[src/rtl/lfsr9_pkg.sv]
// Shared definitions for the 8-bit XNOR LFSR used by the mapper/unmapper.
// Provides the FSM state type, tap mask, step limit and the step function.
package lfsr9_pkg;

    typedef enum logic {
        IDLE   = 1'b0,
        SEARCH = 1'b1
    } state_e;

    // Feedback taps: bits 7, 5, 4, 3.
    localparam logic [7:0] LFSR_TAPS    = 8'b1011_1000;
    // Last step count that is still compared before declaring a miss.
    localparam logic [7:0] LFSR_MAXSTEP = 8'd254;
    localparam logic [7:0] INDEX_MISS   = 8'hFF;

    // One XNOR LFSR step; 8'hFF is the lockup state.
    function automatic logic [7:0] lfsr_step(input logic [7:0] s);
        logic fb;
        fb = ~^(s & LFSR_TAPS);
        return {s[6:0], fb};
    endfunction

endpackage

[src/rtl/lfsr8_xnor.sv]
// 8-bit XNOR LFSR register with synchronous load-to-seed and step enables.
// Ports: clk_i, rst_i (async high), load_i (q <= SEED), step_i, q_o state.
module lfsr8_xnor
    import lfsr9_pkg::*;
#(
    parameter logic [7:0] SEED = 8'h00
) (
    input  logic       clk_i,
    input  logic       rst_i,
    input  logic       load_i,
    input  logic       step_i,
    output logic [7:0] q_o
);

    logic [7:0] q_q;
    logic [7:0] q_d;

    // Load wins over step so a restart always begins at the seed.
    always_comb begin
        q_d = q_q;
        if (load_i) begin
            q_d = SEED;
        end else if (step_i) begin
            q_d = lfsr_step(q_q);
        end
    end

    always_ff @(posedge clk_i or posedge rst_i) begin
        if (rst_i) begin
            q_q <= SEED;
        end else begin
            q_q <= q_d;
        end
    end

    assign q_o = q_q;

endmodule

[src/rtl/lfsr_unmap9.sv]
// Inverse LFSR mapper: steps the LFSR from SEED until it equals target and
// reports the step count. Ports: clock, reset (async high), start, target,
// index, done (held until next start), miss, busy, sr (LFSR state).
module lfsr_unmap9
    import lfsr9_pkg::*;
#(
    parameter logic [7:0] SEED = 8'h00
) (
    input  logic       clock,
    input  logic       reset,
    input  logic       start,
    input  logic [7:0] target,
    output logic [7:0] index,
    output logic       done,
    output logic       miss,
    output logic       busy,
    output logic [7:0] sr
);

    state_e     state_q, state_d;
    logic       sb0_q, sb1_q;
    logic [7:0] tgt_q, tgt_d;
    logic [7:0] cnt_q, cnt_d;
    logic [7:0] index_q, index_d;
    logic       done_q, done_d;
    logic       miss_q, miss_d;
    logic       lfsr_load;
    logic       lfsr_step_en;
    logic [7:0] sr_w;
    logic       start_edge;

    lfsr8_xnor #(
        .SEED (SEED)
    ) u_lfsr (
        .clk_i  (clock),
        .rst_i  (reset),
        .load_i (lfsr_load),
        .step_i (lfsr_step_en),
        .q_o    (sr_w)
    );

    // Two-flop synchroniser; a held start yields one edge.
    always_ff @(posedge clock or posedge reset) begin
        if (reset) begin
            sb0_q <= 1'b0;
            sb1_q <= 1'b0;
        end else begin
            sb0_q <= start;
            sb1_q <= sb0_q;
        end
    end

    assign start_edge = sb0_q & ~sb1_q;

    always_comb begin
        state_d      = state_q;
        tgt_d        = tgt_q;
        cnt_d        = cnt_q;
        index_d      = index_q;
        done_d       = done_q;
        miss_d       = miss_q;
        lfsr_load    = 1'b0;
        lfsr_step_en = 1'b0;
        unique case (state_q)
            IDLE: begin
                if (start_edge) begin
                    tgt_d     = target;
                    cnt_d     = 8'd0;
                    done_d    = 1'b0;
                    miss_d    = 1'b0;
                    lfsr_load = 1'b1;
                    state_d   = SEARCH;
                end
            end
            SEARCH: begin
                // Match has priority so step 254 is still reachable.
                if (sr_w == tgt_q) begin
                    index_d = cnt_q;
                    done_d  = 1'b1;
                    state_d = IDLE;
                end else if (cnt_q == LFSR_MAXSTEP) begin
                    index_d = INDEX_MISS;
                    miss_d  = 1'b1;
                    done_d  = 1'b1;
                    state_d = IDLE;
                end else begin
                    lfsr_step_en = 1'b1;
                    cnt_d        = cnt_q + 8'd1;
                end
            end
            default: begin
                state_d = IDLE;
            end
        endcase
    end

    always_ff @(posedge clock or posedge reset) begin
        if (reset) begin
            state_q <= IDLE;
            tgt_q   <= 8'h00;
            cnt_q   <= 8'h00;
            index_q <= 8'h00;
            done_q  <= 1'b0;
            miss_q  <= 1'b0;
        end else begin
            state_q <= state_d;
            tgt_q   <= tgt_d;
            cnt_q   <= cnt_d;
            index_q <= index_d;
            done_q  <= done_d;
            miss_q  <= miss_d;
        end
    end

    assign index = index_q;
    assign done  = done_q;
    assign miss  = miss_q;
    assign busy  = (state_q == SEARCH);
    assign sr    = sr_w;

endmodule

[config.mk]
export PLATFORM = sky130hd
export DESIGN_NAME = lfsr_unmap9
export DESIGN_NICKNAME = d
export VERILOG_FILES = /design/src/rtl/lfsr9_pkg.sv /design/src/rtl/lfsr8_xnor.sv /design/src/rtl/lfsr_unmap9.sv
export SDC_FILE = /design/constraint.sdc
export NUM_CORES = 1
export LEC_CHECK = 0
export CAP_MARGIN = 30
export CORE_AREA = 2 2 75 77
export DETAILED_ROUTE_END_ITERATION = 16
export DIE_AREA = 0 0 77 79
export GPL_TIMING_DRIVEN = 0
export PLACE_DENSITY = 0.65
export SETUP_SLACK_MARGIN = 0.1
export SLEW_MARGIN = 20
export SYNTH_ARGS = -nofsm -noshare
export SYNTH_HDL_FRONTEND = slang
export SYNTH_SLANG_ARGS = --single-unit
export TNS_END_PERCENT = 100
[constraint.sdc]
create_clock -name clock -period 1.6 [get_ports clock]
set_clock_uncertainty 0.1 [all_clocks]
set_input_delay 0.32 -clock clock [delete_from_list [all_inputs] [get_ports clock]]
set_output_delay 0.32 -clock clock [all_outputs]
set_load 0.02 [all_outputs]
==> flow_summary.yaml <==
run_status:
  status: "finished with violations"
  violations: "setup timing"
sta:
  period_share: 1.06
  tns_ps: -1070
  rsz0062_at_grt: "yes"
  fin_crit_ps: 1700
  setup_slack_ps: -99.1
  slew_headroom: 0.798
  setup_violations: 25
  max_freq_mhz: 589
  final_hold_viol_count: 0
  hold_slack_ps: 160
  drv_slew: 0
  worstMarginPinSlew_ps: 302
final_layout:
  antenna_cells: 0
  drive_above_1_share: 0.389
  regArea_um2: 936
  multi_input_area_um2: 882
  num-nets-final: 228
  areaGrowthSynthToFinish_pct: 50.4
  layout.cells.non_filler: 288
  fill_cells: 535
  fin_util: 0.472
floorplanning:
  initial_core_util: 0.314
  die_h_um: 79
  rows: 27
  die-area_mm2: 0.00608
  coreArea_mm2: 0.00534
  die_w_um: 77
  io_pins: 30
clocking:
  cts_buffers: 5
  clk_path_buf_depth: 2
  clkSinkCount: 37
  htreeDepth: 2
  clock_latency_ps: 300
  holdBufCountCts: 0
  clk_pin_slew_worst_paths_ps: 80
  cts_root_buf: "clkbuf_8"
  tritoncts: "yes"
detailed_routing:
  dr.pass1.iters: 4
  initialDrtViolationCount: 45
  routed_wirelength_mm: 3.90
  vias: 1348
  wire_per_inst_um: 13.5
  ant_nets: 0
  viasPerCell: 4.68
  drc: 0
synthesis:
  async_reset_ff_frac: 1.00
  synthCells: 159
  synth_area_mm2: 0.00168
  synth_area_per_cell_um2: 10.5
  synth_edf_count: 0
  synth_cell_types: 27
  synth_top_flop_cell: "dfrtp_1"
  syn_nets: 172
  yosysWarnings: 0
  synth.yosys.seq_area_share: 0.553
  ys_seq_elements: 37
global_route:
  grt-ovfl-total: 0
  antenna_found_initial: 0
  grt_max_degree: 30
  grt_usage: 0.137
  grt_pass1_vias: 1366
  grt_first_pass_wirelength_mm: 6.65
setup_path:
  slowest_stage: "dfrtp_1"
  crit_family: "flip-flops"
  cp.arrival_ps: 1820
  worst_path_largest_cell_delay_ps: 410
  cp_num_buf_inv: 2
  cp_max_fo: 7
  crit_top_cell: "buf_6"
  endpoint_kind: "register"
  crit_chain: "xor2_2 > nor4_4 > buf_6 > a21oi_4 > buf_6 > nand2_2 > mux2i_1"
  worst_setup_path_start_kind: "register"
  path_class: "register to register"
  worstPathRequired_ps: 1720
min_path:
  hp-class: "input pin to asynchronous set/reset pin"
placed_design:
  post-place-cells: 261
  gp_congestion: 0.801
  port_buffers: 29
  place_hpwl_mm: 2.36
power_and_ir_drop:
  p_leak_nw: 1.15
  power.density_mw_per_mm2: 1870
  peakVddDrop_v: 0.000847
flow_run:
  maxCapViolCount: 0
-- where the power goes --
group / switching (mW) / internal (mW) / total [mW]
Clock: 0.344 / 0.300 / 0.644
Sequential: 0.416 / 1.34 / 1.76
Combinational: 1.16 / 1.14 / 2.30
-- layer usage --
layer  vias up  track usage  wire length [um]
li1        650            -                 -
met1       670        0.183              1770
met2        21        0.218              1930
met3         7       0.0352               119
met4         0       0.0482                78
met5         -            0                 0
-- layout by cell type, fill, tap and decap left out, types with 3 or more instances in the layout --
cell / instances
dfrtp_1: 29
nand2_1: 23
o21ai_1: 13
nor2_1: 12
dlygate4sd2_1: 11
buf_4: 11
clkdlybuf4s50_1: 10
buf_6: 9
mux2_2: 8
dfrtp_2: 8
xor2_2: 7
clkbuf_8: 6
mux2i_1: 6
a21oi_2: 6
nand4_1: 5
clkdlybuf4s15_1: 5
nor2_4: 4
nand2_2: 4
nand3_1: 3
a21oi_1: 3
xnor2_1: 3
-- cell type report --
type,instances,area share
sequential,37,0.371
inverter,3,0.00447
clock buffer,5,0.0273
timing repair buffer,48,0.179
buffer,5,0.0248
clock inverter,3,0.00695
tap,72,0.0357
multi-input combinational,115,0.350
-- state kept, by name (all words and copies together) (netlist names) --
name and cells:
sb1_q 1, done 1, busy 1, miss 1, index 8, sb0_q 1, cnt_q 8, u_lfsr.q_o 8
tgt_q 8
-- path summary, 6_finish.rpt --
| kind | from | end | slack (ps) | cells past startpoint |
|---|---|---|---|---|
| max | tgt_q[3]$_DFFE_PP0P_ | cnt_q[2]$_DFFE_PP0P_ | -100 | 7 |
| min | reset | tgt_q[7]$_DFFE_PP0P_ | 160 | 2 |
| max reg2reg | tgt_q[3]$_DFFE_PP0P_ | cnt_q[2]$_DFFE_PP0P_ | -100 | 7 |
| min reg2reg | sb0_q$_DFF_PP0_ | sb1_q$_DFF_PP0_ | 350 | 0 |
| max in group asynchronous | reset | cnt_q[1]$_DFFE_PP0P_ | 810 | 3 |
| min in group clock | sb0_q$_DFF_PP0_ | sb1_q$_DFF_PP0_ | 350 | 0 |
-- synthesized netlist by cell type (all sizes together) (2+ instances only) --
library cell,instances,share of area
inv,3,0.0067
a21oi,10,0.032
mux2,8,0.054
xnor2,3,0.016
nand2,27,0.060
nand3,4,0.015
mux2i,6,0.036
buf,4,0.019
dfrtp,37,0.55
clkbuf,2,0.0045
o21ai,14,0.042
ha,2,0.015
nand4,5,0.019
nor2,17,0.038
nand2b,2,0.012
xor2,8,0.042
nor4,2,0.015
-- repair_timing --
item | 4_1_cts | 5_1_grt
gates resized for setup | 65 | 18
endpoints found under the setup margin | 51 | 39
pin swaps | 5 | 2
gates cloned | 4 | 0
setup buffers | 12 | 4
-- cell families after synthesis --
family | count (synthesis) | share of synthesized area
adder cells (fa/ha/maj) | 2 | 0.0149
multiplexers | 14 | 0.0896
flip-flops | 37 | 0.553
buffers and inverters | 9 | 0.0306
AO/OA/AOI/OAI | 27 | 0.0881
AND/OR/NAND/NOR | 59 | 0.167
XOR/XNOR | 11 | 0.0575
-- per-stage QoR --
step | instance area, um^2 | power, mW | setup WS [ps]
4_1_cts | 2450 | 4.54 | -97.6
3_5_place_dp | 2100 | 3.49 | -406
2_1_floorplan | 1700 | 2.84 | -181
6_report | 2520 | 4.70 | -99.1
3_3_place_gp | 2080 | 3.45 | -626
5_1_grt | 2520 | 5.03 | -197
Power figures use the tool's default switching activity.
